===== config.mk =====
export PLATFORM = sky130hd
export DESIGN_NAME = sha256_msg_padder
export DESIGN_NICKNAME = d
export VERILOG_FILES = /design/src/rtl/sha256_msg_padder.sv
export SDC_FILE = /design/constraint.sdc
export NUM_CORES = 1
export LEC_CHECK = 0
export CORE_MARGIN = 2
export CORE_UTILIZATION = 40
export CTS_CLUSTER_DIAMETER = 100
export DETAILED_ROUTE_END_ITERATION = 6
export GPL_TIMING_DRIVEN = 0
export SLEW_MARGIN = 20
export SYNTH_ARGS = -nofsm -noshare
export SYNTH_HDL_FRONTEND = slang
export SYNTH_SLANG_ARGS = --single-unit

===== constraint.sdc =====
create_clock -name clk -period 2.9 [get_ports clk]
set_input_delay 0.58 -clock clk [delete_from_list [all_inputs] [get_ports clk]]
set_output_delay 0.58 -clock clk [all_outputs]
set_load 0.01 [all_outputs]

===== src/rtl/sha256_msg_padder.sv =====
// rtl/sha256_msg_padder.sv - SHA-256 message padder: byte stream in, 64-byte padded blocks out
// Passes message bytes through, then appends 0x80, zero fill and the 64-bit big-endian bit length.
module sha256_msg_padder #(
  parameter int LEN_W = 64
) (
  input  logic       clk,
  input  logic       reset_n,
  input  logic [7:0] msg_data,
  input  logic       msg_valid,
  input  logic       msg_last,
  output logic       msg_ready,
  output logic [7:0] data_out,
  output logic       valid_out,
  input  logic       out_ready,
  output logic       block_last,
  output logic       msg_end
);

  typedef enum logic [1:0] {
    ST_MSG,
    ST_PAD,
    ST_ZERO,
    ST_LEN
  } state_t;

  state_t             state_q, state_d;
  logic [5:0]         byte_idx_q, byte_idx_d;
  logic [LEN_W-1:0]   bit_len_q, bit_len_d;
  logic [63:0]        len64;
  logic [7:0]         len_byte;
  logic               in_xfer;
  logic               out_xfer;

  // Length field is always 64 bits on the wire; byte_idx 56..63 selects bits 63:56 down to 7:0.
  assign len64    = 64'(bit_len_q);
  assign len_byte = 8'(len64 >> {3'd7 - byte_idx_q[2:0], 3'b000});

  // Outputs are forced low while reset_n is asserted, independent of the clock.
  always_comb begin
    msg_ready = 1'b0;
    valid_out = 1'b0;
    data_out  = 8'h00;
    if (reset_n) begin
      case (state_q)
        ST_MSG: begin
          data_out  = msg_data;
          valid_out = msg_valid;
          msg_ready = out_ready;
        end
        ST_PAD: begin
          data_out  = 8'h80;
          valid_out = 1'b1;
        end
        ST_ZERO: begin
          data_out  = 8'h00;
          valid_out = 1'b1;
        end
        default: begin
          data_out  = len_byte;
          valid_out = 1'b1;
        end
      endcase
    end
  end

  assign in_xfer    = msg_valid && msg_ready;
  assign out_xfer   = valid_out && out_ready;
  assign block_last = valid_out && (byte_idx_q == 6'd63);
  assign msg_end    = valid_out && (state_q == ST_LEN) && (byte_idx_q == 6'd63);

  always_comb begin
    state_d    = state_q;
    byte_idx_d = byte_idx_q;
    bit_len_d  = bit_len_q;
    if (out_xfer) begin
      byte_idx_d = byte_idx_q + 6'd1;
    end
    if (in_xfer) begin
      bit_len_d = bit_len_q + LEN_W'(8);
    end
    case (state_q)
      ST_MSG: begin
        if (in_xfer && msg_last) begin
          state_d = ST_PAD;
        end
      end
      ST_PAD: begin
        if (out_xfer) begin
          state_d = (byte_idx_q == 6'd55) ? ST_LEN : ST_ZERO;
        end
      end
      ST_ZERO: begin
        if (out_xfer && byte_idx_q == 6'd55) begin
          state_d = ST_LEN;
        end
      end
      default: begin
        if (out_xfer && byte_idx_q == 6'd63) begin
          state_d   = ST_MSG;
          bit_len_d = '0;
        end
      end
    endcase
  end

  always_ff @(posedge clk or negedge reset_n) begin
    if (!reset_n) begin
      state_q    <= ST_MSG;
      byte_idx_q <= 6'd0;
      bit_len_q  <= '0;
    end else begin
      state_q    <= state_d;
      byte_idx_q <= byte_idx_d;
      bit_len_q  <= bit_len_d;
    end
  end

endmodule


### After elaboration in Yosys (flattened, before gate mapping)

Cells that the tools add are included.
Widths: inputs -> output; s select.

* memory bits (read-only): 0
* register bits after elaboration: 72
* RAM bits: 0
* memories kept: 0
* word-level logic and storage cells: 42
* bits in latches: 0

* multiplexer cells: 15
* shifts and indexed selects: 1
* reductions and logical operators: 12
* div/mod/pow operators: 0
* order comparisons: 0
* add/subtract/negate cells: 3
* equality and inequality tests: 8
* multiply operators: 0
* bitwise logic cells: 0

Operators with widths (number)
* $mux 64: 3
* $add 64x4->64 const B: 1
* $shr 64x6->8: 1
* $pmux 8 s3: 1
* $eq 6x6->1 const B: 2
* $logic_and 1x1->1: 8
* $mux 2: 4
* $mux 8: 1
* $add 6x1->6 const B: 1
* $ne 2x2->1 const B: 3
* $pmux 2 s3: 1
* $mux 1: 5
* $eq 2x2->1 const B: 2
* $reduce_and 4->1: 1
* $reduce_bool 4->1: 1
* $reduce_or 3->1: 1
* $sub 3x3->3 const A: 1
* $eq 2x1->1 const B: 1
* $logic_not 2->1: 1

### Depth between registers and ports, before layout

* depth after elaboration: 7
* gate-level depth with buffers: 9

### Worst setup path after synthesis

Ideal clock, no wire load.

* path kind: register to output
* from: reg byte_idx_q[0]
* to: out data_out[2]
* required time: 2.320 ns
* buffers on the path: 2
* cell stages (with the launch flop): 6
* slack: 0.258 ns
* arrival: 2.062 ns
* cells stage by stage: dfrtp_1 clkbuf_1 clkbuf_1 mux4_2 o211ai_1 a21boi_0

* cells in the longest elaborated chain, start to end: 4

RTL lines
* start, declared: line 27 `logic [5:0] byte_idx_q, byte_idx_d;`
* start signal, assigned: line 113 `byte_idx_q <= byte_idx_d;`
* $sub 3x3->3: line 36 `assign len_byte = 8'(len64 >> {3'd7 - byte_idx_q[2:0], 3'b000});`
* $shr 64x6->8: line 36
* $pmux 8 s3: line 44 `case (state_q)`
* $mux 8: line 43 `if (reset_n) begin`
* end, declared: line 12 `output logic [7:0] data_out,`

No other way between the ends.

### Worst setup path in the final report

* from: reg byte_idx_q[0]
* to: out data_out[3]

The elaborated chain is that of the path after synthesis.

==> summary.md <==
| Metric | Value |
|---|---|
| Outcome | `completed` |
| GRT overflow | `0` |
| Post-synthesis register bit count | `69` |
| Largest net degree at the start of global routing | `29` |
| R2R Path End | `bit_len_q[38]` |
| Initial Utilization | `41.56%` |
| Clock slew at reported path FFs | `80 ps` |
| Worst Setup EP | `data_out[3]` |
| Synth top cells by count | `69 x dfrtp_1, 36 x nand2_1, 33 x nor2_1` |
| Async S/R FF share, synth | `100.0%` |
| Initial antenna violation count | `0` |
| Number of core rows | `37` |
| Syn_nets | `477` |
| Number of max-cap violations | `0` |
| Seq/Total Area, Yosys | `39.88%` |
| Post-route ant nets | `0` |
| Via-per-instance ratio | `6.069` |
| Hold Fails Final Rpt | `0` |
| Syn-to-layout area delta | `18.29%` |
| P per Cell Area | `588.8 nW/µm²` |
| Number of synthesized flops with an enable pin | `0` |
| Total routed wirelength | `12760 µm` |
| Placed cells | `618` |
| Startpoint types | `flip-flop` |
| WP data required | `2320 ps` |
| I/O pin total | `25` |
| Pre-CTS worst setup slack | `-588.6 ps` |
| Hold_ws | `59.70 ps` |
| Crit path capture type | `primary output` |
| RSZ-0062 raised after global routing | `false` |
| M2 GR Usage | `36.07%` |
| Max FO, Critical Path | `5` |
| I/O Buffers | `24` |
| Worst Clk Skew | `9.342 ps` |
| CP startpoint | `byte_idx_q[0]` |
| Core Region | `10420 µm²` |
| Worst Path Arrival | `2270 ps` |
| Die Wd | `108.0 µm` |
| M1 GR Usage | `31.80%` |
| Clock tree buffer depth | `2` |
| Via count | `3866` |
| Met3 usage | `3.797%` |
| Reg2reg path depth | `9` |
| Post-DR wirelength/cell | `20.04 µm` |
| Worst-Skew Late Latency | `360 ps` |
| DP HPWL | `8824 µm` |
| Mean Syn Cell Area | `9.473 µm²` |
| Root buf cell | `clkbuf_8` |
| Sinks on Clock Net | `69` |
| Reg-to-reg slack, setup | `180 ps` |
| GR peak layer | `met2` |
| Fraction of layout cells with a size suffix above 1 | `12.97%` |
| Setup slack after layout | `52.90 ps` |
| Final #Nets | `516` |
| Critical path type | `reg2out` |
| Die Ht | `108.0 µm` |
| Reg-to-Reg Start | `state_q[0]` |
| Max VDD drop | `273.0 µV` |
| Vias in the first global route | `3770` |
| # diodes | `0` |
| GRT Total Usage | `22.93%` |
| Yosys Warn Count | `0` |
| Mapped Area | `4329 µm²` |
| CTS tree | `done` |
| TritonCTS buffer count | `9` |
| Die area | `11670 µm²` |
| Fin cells | `637` |
| Synth unique cells | `46` |
| Max-slew violations | `0` |
| Top cells by area, synth | `dfrtp_1 40%, mux4_2 6.8%, xor2_1 4.5%, nand4_1 3.8%, a21oi_1 3.6%` |
| Hold Path Class | `in2async` |
| Synth top area share | `39.88%` |
| Final setup TNS | `0 ps` |
| Final Cycle Share | `98.18%` |
| Global-route wire length before repair | `20360 µm` |
| # setup viols final | `0` |
| Syn Inst Count | `457` |
| Initial DRC count | `257` |
| Slew @ Worst Pin | `811.3 ps` |
| DRT Pass-1 Iters | `5` |
| Residual DRC count | `0` |
| Rel. slew slack | `45.49%` |
| Dominant cell type by area after synthesis | `dfrtp_1` |
| Fmax | `351.2 MHz` |
| P_leak | `2.079 nW` |
| Final Critical Period | `2847 ps` |
| GP Congestion | `0.8903` |
| Synth Flop Type | `dfrtp_1` |
| Count leader, synth | `dfrtp_1` |
| Tot Pwr | `0.003016 W` |
| H-tree depth | `3` |
[worst min-delay path by stage]
stage / startpoint / endpoint / slack [ps]
global route: reset_n / bit_len_q[39] / 70
detailed placement: byte_idx_q[5] / byte_idx_q[5] / 480
global placement: byte_idx_q[5] / byte_idx_q[5] / 460
floorplan: reset_n / bit_len_q[10] / 280
CTS: reset_n / bit_len_q[50] / 120
finish: reset_n / bit_len_q[45] / 60
[metal layers]
metal  part of all wire (%)  routed length [µm]
met4                    2.9                 367
met5                      0                   0
met2                     47                5962
met1                     45                5780
met3                    5.1                 652
[registers in the layout, summed over array words and instances (netlist names)]
| signal | cells |
|---|---|
| byte_idx_q | 6 |
| bit_len_q | 61 |
| state_q | 2 |
[power breakdown]
group          switching (W)  internal (W)
combinational       0.000484      0.000498
sequential         0.0000807       0.00103
clock               0.000414      0.000506
[cell usage in the layout, fill, tap and decap left out, types with 5 or more instances in the layout]
master	synthesis	final
mux2_2	7	7
a21oi_1	31	31
o21a_1	5	5
mux4_2	13	13
xnor2_1	9	9
nand4_1	26	26
nor2_1	33	32
nand2_1	36	36
o211ai_1	9	9
ha_1	7	6
clkbuf_1	18	12
nor4_1	7	7
or4_1	13	13
and3_1	15	14
xor2_1	22	22
clkdlybuf4s50_1	0	15
nor3_1	7	7
o31ai_1	10	9
dfrtp_1	69	68
nand3_1	23	23
and2_1	6	6
o21ai_0	16	16
or3_1	12	12
inv_1	12	12
dlygate4sd2_1	0	8
clkbuf_8	0	11
and4_1	9	9
[critical path: stages, from the launching register on]
cell	delay (ps)
dfrtp_2	430
buf_8	150
mux4_2	540
mux2_2	290
a22oi_1	140
nor2b_1	70
dlygate4sd2_1	280
[layout make-up]
cell class / count / area (µm²)
buffer: 23 / 131.4
clock inverter: 6 / 86.33
fill: 1004 / 5295
sequential: 69 / 1728
inverter: 12 / 45.04
timing repair buffer: 30 / 339.1
clock buffer: 10 / 137.6
tap: 136 / 170.2
multi-input combinational: 351 / 2484
[cells by family after synthesis]
group | synth area share (%)
and+or+nand+nor | 26.73
DFF | 39.88
AOI/OAI and AO/OA | 12.17
muxes | 9.509
adders and majority gates | 2.023
xor gates and xnor gates | 6.272
buffers and inverters | 3.410
[through the flow]
stage               util [%]  cell area, µm²
CTS                    48.43            5045
detailed placement     45.74            4765
finish                 49.17            5121
global placement       45.50            4740
global route           49.17            5121
floorplan                  -            4329
[timing repair]
| action | 4_1_cts | 5_1_grt |
|---|---|---|
| gates resized for setup | 23 | 8 |
| endpoints found under the setup margin | 52 | 29 |
| pin swaps | 0 | 1 |
| hold buffers | 0 | 0 |
| cloned | 1 | 1 |
| setup buffers | 0 | 3 |
| hold endpoints to repair | 0 | 0 |
(Power assumes the default switching activity.)
